### config.mk
export PLATFORM = sky130hd
export DESIGN_NAME = pipe_stage_reg
export DESIGN_NICKNAME = d
export VERILOG_FILES = /design/src/rtl/pipe_stage_reg.sv
export SDC_FILE = /design/constraint.sdc
export NUM_CORES = 1
export LEC_CHECK = 0
export ABC_CLOCK_PERIOD_IN_PS = 18700
export CAP_MARGIN = 20
export CORE_AREA = 2 2 140 142
export CTS_CLUSTER_SIZE = 30
export DETAILED_ROUTE_END_ITERATION = 10
export DIE_AREA = 0 0 142 144
export GPL_TIMING_DRIVEN = 0
export PLACE_DENSITY = 0.82
export SYNTH_ARGS = -nofsm -noshare
export SYNTH_HDL_FRONTEND = slang
export SYNTH_SLANG_ARGS = --single-unit
export TNS_END_PERCENT = 10
### constraint.sdc
create_clock -name clk -period 18.7 [get_ports clk]
set_input_delay 5.61 -clock clk [delete_from_list [all_inputs] [get_ports clk]]
set_output_delay 5.61 -clock clk [all_outputs]
set_load 0.02 [all_outputs]
### src/rtl/pipe_stage_reg.sv
// Pipeline stage register with stall/bubble/flush handling and multi-cycle state buffering.
// Optional stall-cycle performance counter enabled by defining PIPE_STALL_PERF_EN.
module pipe_stage_reg #(
   parameter int STAGE   = 3,
   parameter int STALL_W = 6,
   parameter int DATA_W  = 103,
   parameter int STATE_W = 64,
   parameter int CNT_W   = 2
) (
   input  logic               clk,
   input  logic               rst,
   input  logic [STALL_W-1:0] stall,
   input  logic               flush,
   input  logic               in_valid,
   input  logic [DATA_W-1:0]  in_payload,
   output logic               out_valid,
   output logic [DATA_W-1:0]  out_payload,
   input  logic [STATE_W-1:0] state_i,
   input  logic [CNT_W-1:0]   cnt_i,
   output logic [STATE_W-1:0] state_o,
   output logic [CNT_W-1:0]   cnt_o,
   output logic [15:0]        stall_cycles
);

   logic               own_stall;
   logic               down_stall;
   logic               unused_stall_bits;
   logic               out_valid_reg;
   logic [DATA_W-1:0]  out_payload_reg;
   logic [STATE_W-1:0] state_reg;
   logic [CNT_W-1:0]   cnt_reg;

   assign own_stall         = stall[STAGE];
   assign down_stall        = stall[STAGE+1];
   assign unused_stall_bits = ^stall;

   // Advance ignores the downstream stall bit: S=0 with D=1 is illegal and treated as advance.
   always_ff @(posedge clk or posedge rst) begin
      if (rst) begin
         out_valid_reg   <= 1'b0;
         out_payload_reg <= '0;
         state_reg       <= '0;
         cnt_reg         <= '0;
      end else if (flush) begin
         out_valid_reg   <= 1'b0;
         out_payload_reg <= '0;
         state_reg       <= '0;
         cnt_reg         <= '0;
      end else if (!own_stall) begin
         out_valid_reg   <= in_valid;
         out_payload_reg <= in_valid ? in_payload : '0;
         state_reg       <= '0;
         cnt_reg         <= '0;
      end else begin
         if (!down_stall) begin
            out_valid_reg   <= 1'b0;
            out_payload_reg <= '0;
         end
         state_reg <= state_i;
         cnt_reg   <= cnt_i;
      end
   end

   assign out_valid   = out_valid_reg;
   assign out_payload = out_payload_reg;
   assign state_o     = state_reg;
   assign cnt_o       = cnt_reg;

`ifdef PIPE_STALL_PERF_EN
   logic [15:0] stall_cycles_reg;

   always_ff @(posedge clk or posedge rst) begin
      if (rst) begin
         stall_cycles_reg <= '0;
      end else if (own_stall && !flush && (stall_cycles_reg != 16'hFFFF)) begin
         stall_cycles_reg <= stall_cycles_reg + 16'd1;
      end
   end

   assign stall_cycles = stall_cycles_reg;
`else
   assign stall_cycles = 16'h0000;
`endif

endmodule
; ---- Yosys cells after proc, flatten, opt, wreduce, memory -nomap -nowiden
; Index checks and enable logic that the tools add are counted.
[classes]
n_eq_ne = 1
mux = 11
[op_table]
columns = cell, count
row1 = two-way mux 103 bit, 4
row2 = two-way mux 64 bit, 2
row3 = two-way mux 2 bit, 2
row4 = two-way mux 1 bit, 3
row5 = "inequality test 3 x 2 -> 1 bit, second input constant", 1
[totals]
out_inout_bits = 186
ff_bits = 170
inputBits = 179

; ---- Longest topological paths before layout
[depth]
word_depth = 3
ltp_mapped = 5
depth_no_buf = 2

; ---- Worst setup path after synthesis
; Ideal clock, no wire load.
[synth_timing]
path_type = input to register
from = input port in_valid
to = register out_payload_reg[1], in the netlist out_payload[1]
stages = 5
arrival_ns = 6.306
path_slack_ns = 12.311
setup_ns = 0.083
required_ns = 18.617
n_path_buf = 3
path_cell_list = buf_2 -> buf_4 -> clkbuf_1 -> nand2_1 -> o22ai_1
[synth_between]
elab_chain_len = 3
[synth_lines]
columns = element, line
row1 = from (decl), 14  ; input logic in_valid,
row2 = two-way mux 103 bit, 51  ; out_payload_reg <= in_valid ? in_payload : '0;
row3 = two-way mux 103 bit, 49  ; end else if (!own_stall) begin
row4 = two-way mux 103 bit, 44  ; end else if (flush) begin
row5 = to (signal assigned), 51
row6 = to (decl), 29  ; logic [DATA_W-1:0] out_payload_reg;
; Every way passes these cells.
; A chain may end at the register's enable or synchronous reset.

; ---- Final worst setup path
[layout_timing]
from = register out_payload_reg[35], in the netlist out_payload[35]
to = output port out_payload[35]
[layout_lines]
columns = element, line
row1 = to (decl), 17  ; output logic [DATA_W-1:0] out_payload,
; No word-level cell between the ends.

==> metrics.md <==
| Metric | Value |
|---|---|
| DR vias | `~5800` |
| Total gr overflow | `0` |
| Hold buffers post-CTS | `0` |
| Yosys warnings | `0` |
| Post-synth EDFFs | `0` |
| RSZ-0062 raised after global routing | `false` |
| PwrDens | `82.8 mW/mm^2` |
| Clk slew on worst S/H paths | `roughly 0.070 ns` |
| Max Slew Vio Count | `0` |
| Antenna violations before repair | `0` |
| Crit-path cells | `clkdlybuf4s50_1` |
| CP endpoint kind | `output port` |
| Top cells by count, synth | `nand2_1, dfrtp_1, o22ai_1` |
| Post-CTS Setup Repair Bufs | `0` |
| DIE HEIGHT | `about 140 um` |
| GP Congestion | `approximately 0.8` |
| Final setup viols | `0` |
| CP Class | `reg -> out` |
| Crit Path Max Fanout | `2` |
| CTS tree | `yes` |
| Clk_skew | `0 ns` |
| Setup tns final | `0 ns` |
| Rel. slew slack | `56.9%` |
| Final core occ | `58.1%` |
| Worst hold start | `out_payload[95]` |
| Sequential-to-total area share from yosys stat | `64.4%` |
| Final period utilization | `between 30% and 40%` |
| Crit-path slowest cell | `clkdlybuf4s50_1` |
| Nets | `1179` |
| Clk_lat worst skew | `about 0.42 ns` |
| Peak supply drop | `69.4 uV` |
| I/O Buffers | `between 300 and 400` |
| DIE WIDTH | `around 140 um` |
| CTS root buf | `clkbuf_16` |
| Dpl hpwl | `16100 um` |
| Vias/cell | `between 4 and 5` |
| Die area | `about 0.020 mm^2` |
| CP arrival | `roughly 1.5 ns` |
| Largest net degree at the start of global routing | `93` |
| Share of cells above drive strength 1 | `between 8 and 9%` |
| Mapped Cells | `approximately 620` |
| Yosys cell types | `16` |
| Synth Flop Type | `dfrtp_1` |
| Num rows | `~50` |
| Final wirelength | `21200 um` |
| CP required | `about 13 ns` |
| Hold EP | `out_payload[95]` |
| Multi-input gate area | `~0.0019 mm^2` |
| DRC violations left | `0` |
| FF-to-FF Start | `out_payload[74]` |
| Fin. Hold Viols | `0` |
| Post-Syn Area | `about 0.0066 mm^2` |
| CP top delay family | `buffers and inverters` |
| DRT iter0 DRCs | `between 200 and 250` |
| Worst Path Buf+Inv | `1` |
| Post-CTS sizing | `0` |
| Actual slew at the worst max-slew pin | `between 0.6 and 0.7 ns` |
| Fill count | `around 1600` |
| FF+latch count, synth | `170` |
| WL/cell | `17.0 um` |
| Async S/R FF share, synth | `100%` |
| Count leader, synth | `nand2_1` |
| Max reg flops | `between 100 and 150` |
| Area growth, synth to finish | `67.7%` |
| Hold crit path type | `reg -> reg` |
| Diodes inserted | `0` |
| Avg Cell Area, Syn | `10.6 um^2` |
| Crit path launch type | `register` |
| Reg area | `~0.0043 mm^2` |
| Reg-to-Reg End | `out_payload[74]` |
| Leakage power figure | `0.00480 uW` |
| Starting Density | `around a third` |
| TritonCTS Buffers | `17` |
| Largest stage delay, worst path | `0.64 ns` |
| First-pass GRT wire length | `around 32000 um` |
| All-Layer GR Usage | `between 20% and 30%` |
| Cell taking the most area after synthesis | `dfrtp_1` |
| Area contributors post-synth | `dfrtp_1, nand2_1, o22ai_1` |
| Outcome | `completed` |
| Worst hold path depth | `2` |
| Register-to-Register Setup Slack | `approximately 18 ns` |
| CTS sink count | `170` |
| Max-cap violations | `0` |
| CTS H-tree lvls | `4` |
| TritonRoute pass-1 iters | `4` |
| Min Tclk post-route | `~7.1 ns` |
| Antenna viol nets, final | `0` |
| Peak Freq | `between 0.1 and 0.15 GHz` |
| Ports | `365` |
| CORE AREA | `approximately 0.019 mm^2` |
| Clock tree buffer depth | `2` |
| Vias in the first global route | `5802` |
| R2R depth | `2` |
| Share of the synthesized area in the top cell type | `64.4%` |
[placed cells by master, fill, tap and decap left out, types with 5 or more instances in the layout]
cell type / n
o22ai_1: 76
o32ai_1: 28
dfrtp_1: 170
nand2_1: 180
buf_6: 7
buf_2: 21
clkbuf_1: 18
and2_1: 66
inv_1: 29
bufinv_16: 5
clkdlybuf4s50_1: 342
conb_1: 16
clkbuf_16: 17
buf_4: 17
[cells by family (layout without fill, tap and decap cells)]
group                  count (synthesis)  count (layout)  share of synthesized area (%)
and+or+nand+nor                      249             249                           16.8
AOI/OAI and AO/OA                    104             104                           10.9
DFF                                  170             170                           64.4
other                                  1              16                         0.0568
buffers and inverters                 99             473                           7.86
[per-layer routing]
layer | up-vias | global-route usage, % | wire length [um] | part of all wire, %
met2 | 264 | 35.5 | 10900 | 51
met3 | 43 | 7.02 | 1770 | 8.4
li1 | 2779 | - | - | -
met4 | 0 | 8.05 | 654 | 3.1
met5 | - | 0 | 0 | 0
met1 | 2762 | 23.3 | 7940 | 37
[metrics by stage]
stage,setup slack (ns),hold WS (ns),cells,area [um^2],power [uW]
final,11.63,0.541,1250,11100,918
after floorplan,8.49,0.620,638,6660,450
after global placement,6.34,0.522,1218,10400,525
after detailed placement,11.29,0.522,1219,10400,527
after global routing,11.58,0.558,1250,11100,955
after CTS,11.61,0.535,1250,11100,928
[how the worst max path moves through the flow]
| stage | startpoint | slack, ns | cells past startpoint | end |
|---|---|---|---|---|
| final | out_payload[35] | 11.63 | 1 | out_payload[35] |
| after global routing | out_payload[41] | 11.58 | 1 | out_payload[41] |
| after CTS | out_payload[35] | 11.61 | 1 | out_payload[35] |
| after detailed placement | stall[3] | 11.29 | 5 | state_o[42] |
| after global placement | rst | 6.34 | 2 | out_payload[64] |
| after floorplan | rst | 8.49 | 1 | cnt_o[0] |
[worst min-delay path: cells and delay by family, from the launching register on]
family	cells	cell delay, ns
AO/OA/AOI/OAI	1	0.08
buffers and inverters	1	0.05
flip-flops	1	0.37
[where the power goes]
| part | switching (uW) | internal, uW |
|---|---|---|
| Clock | 158 | 241 |
| Combinational | 64.4 | 69.2 |
| Sequential | 5.52 | 380 |
[layout make-up]
type	count	share of cell area (%)
buffer	69	3.67
clock buffer	17	3.84
clock inverter	14	2.13
inverter	30	1.08
multi-input combinational	369	17.0
sequential	170	38.4
tap	238	2.69
timing repair buffer	343	31.1
Power figures use the tool's default switching activity.
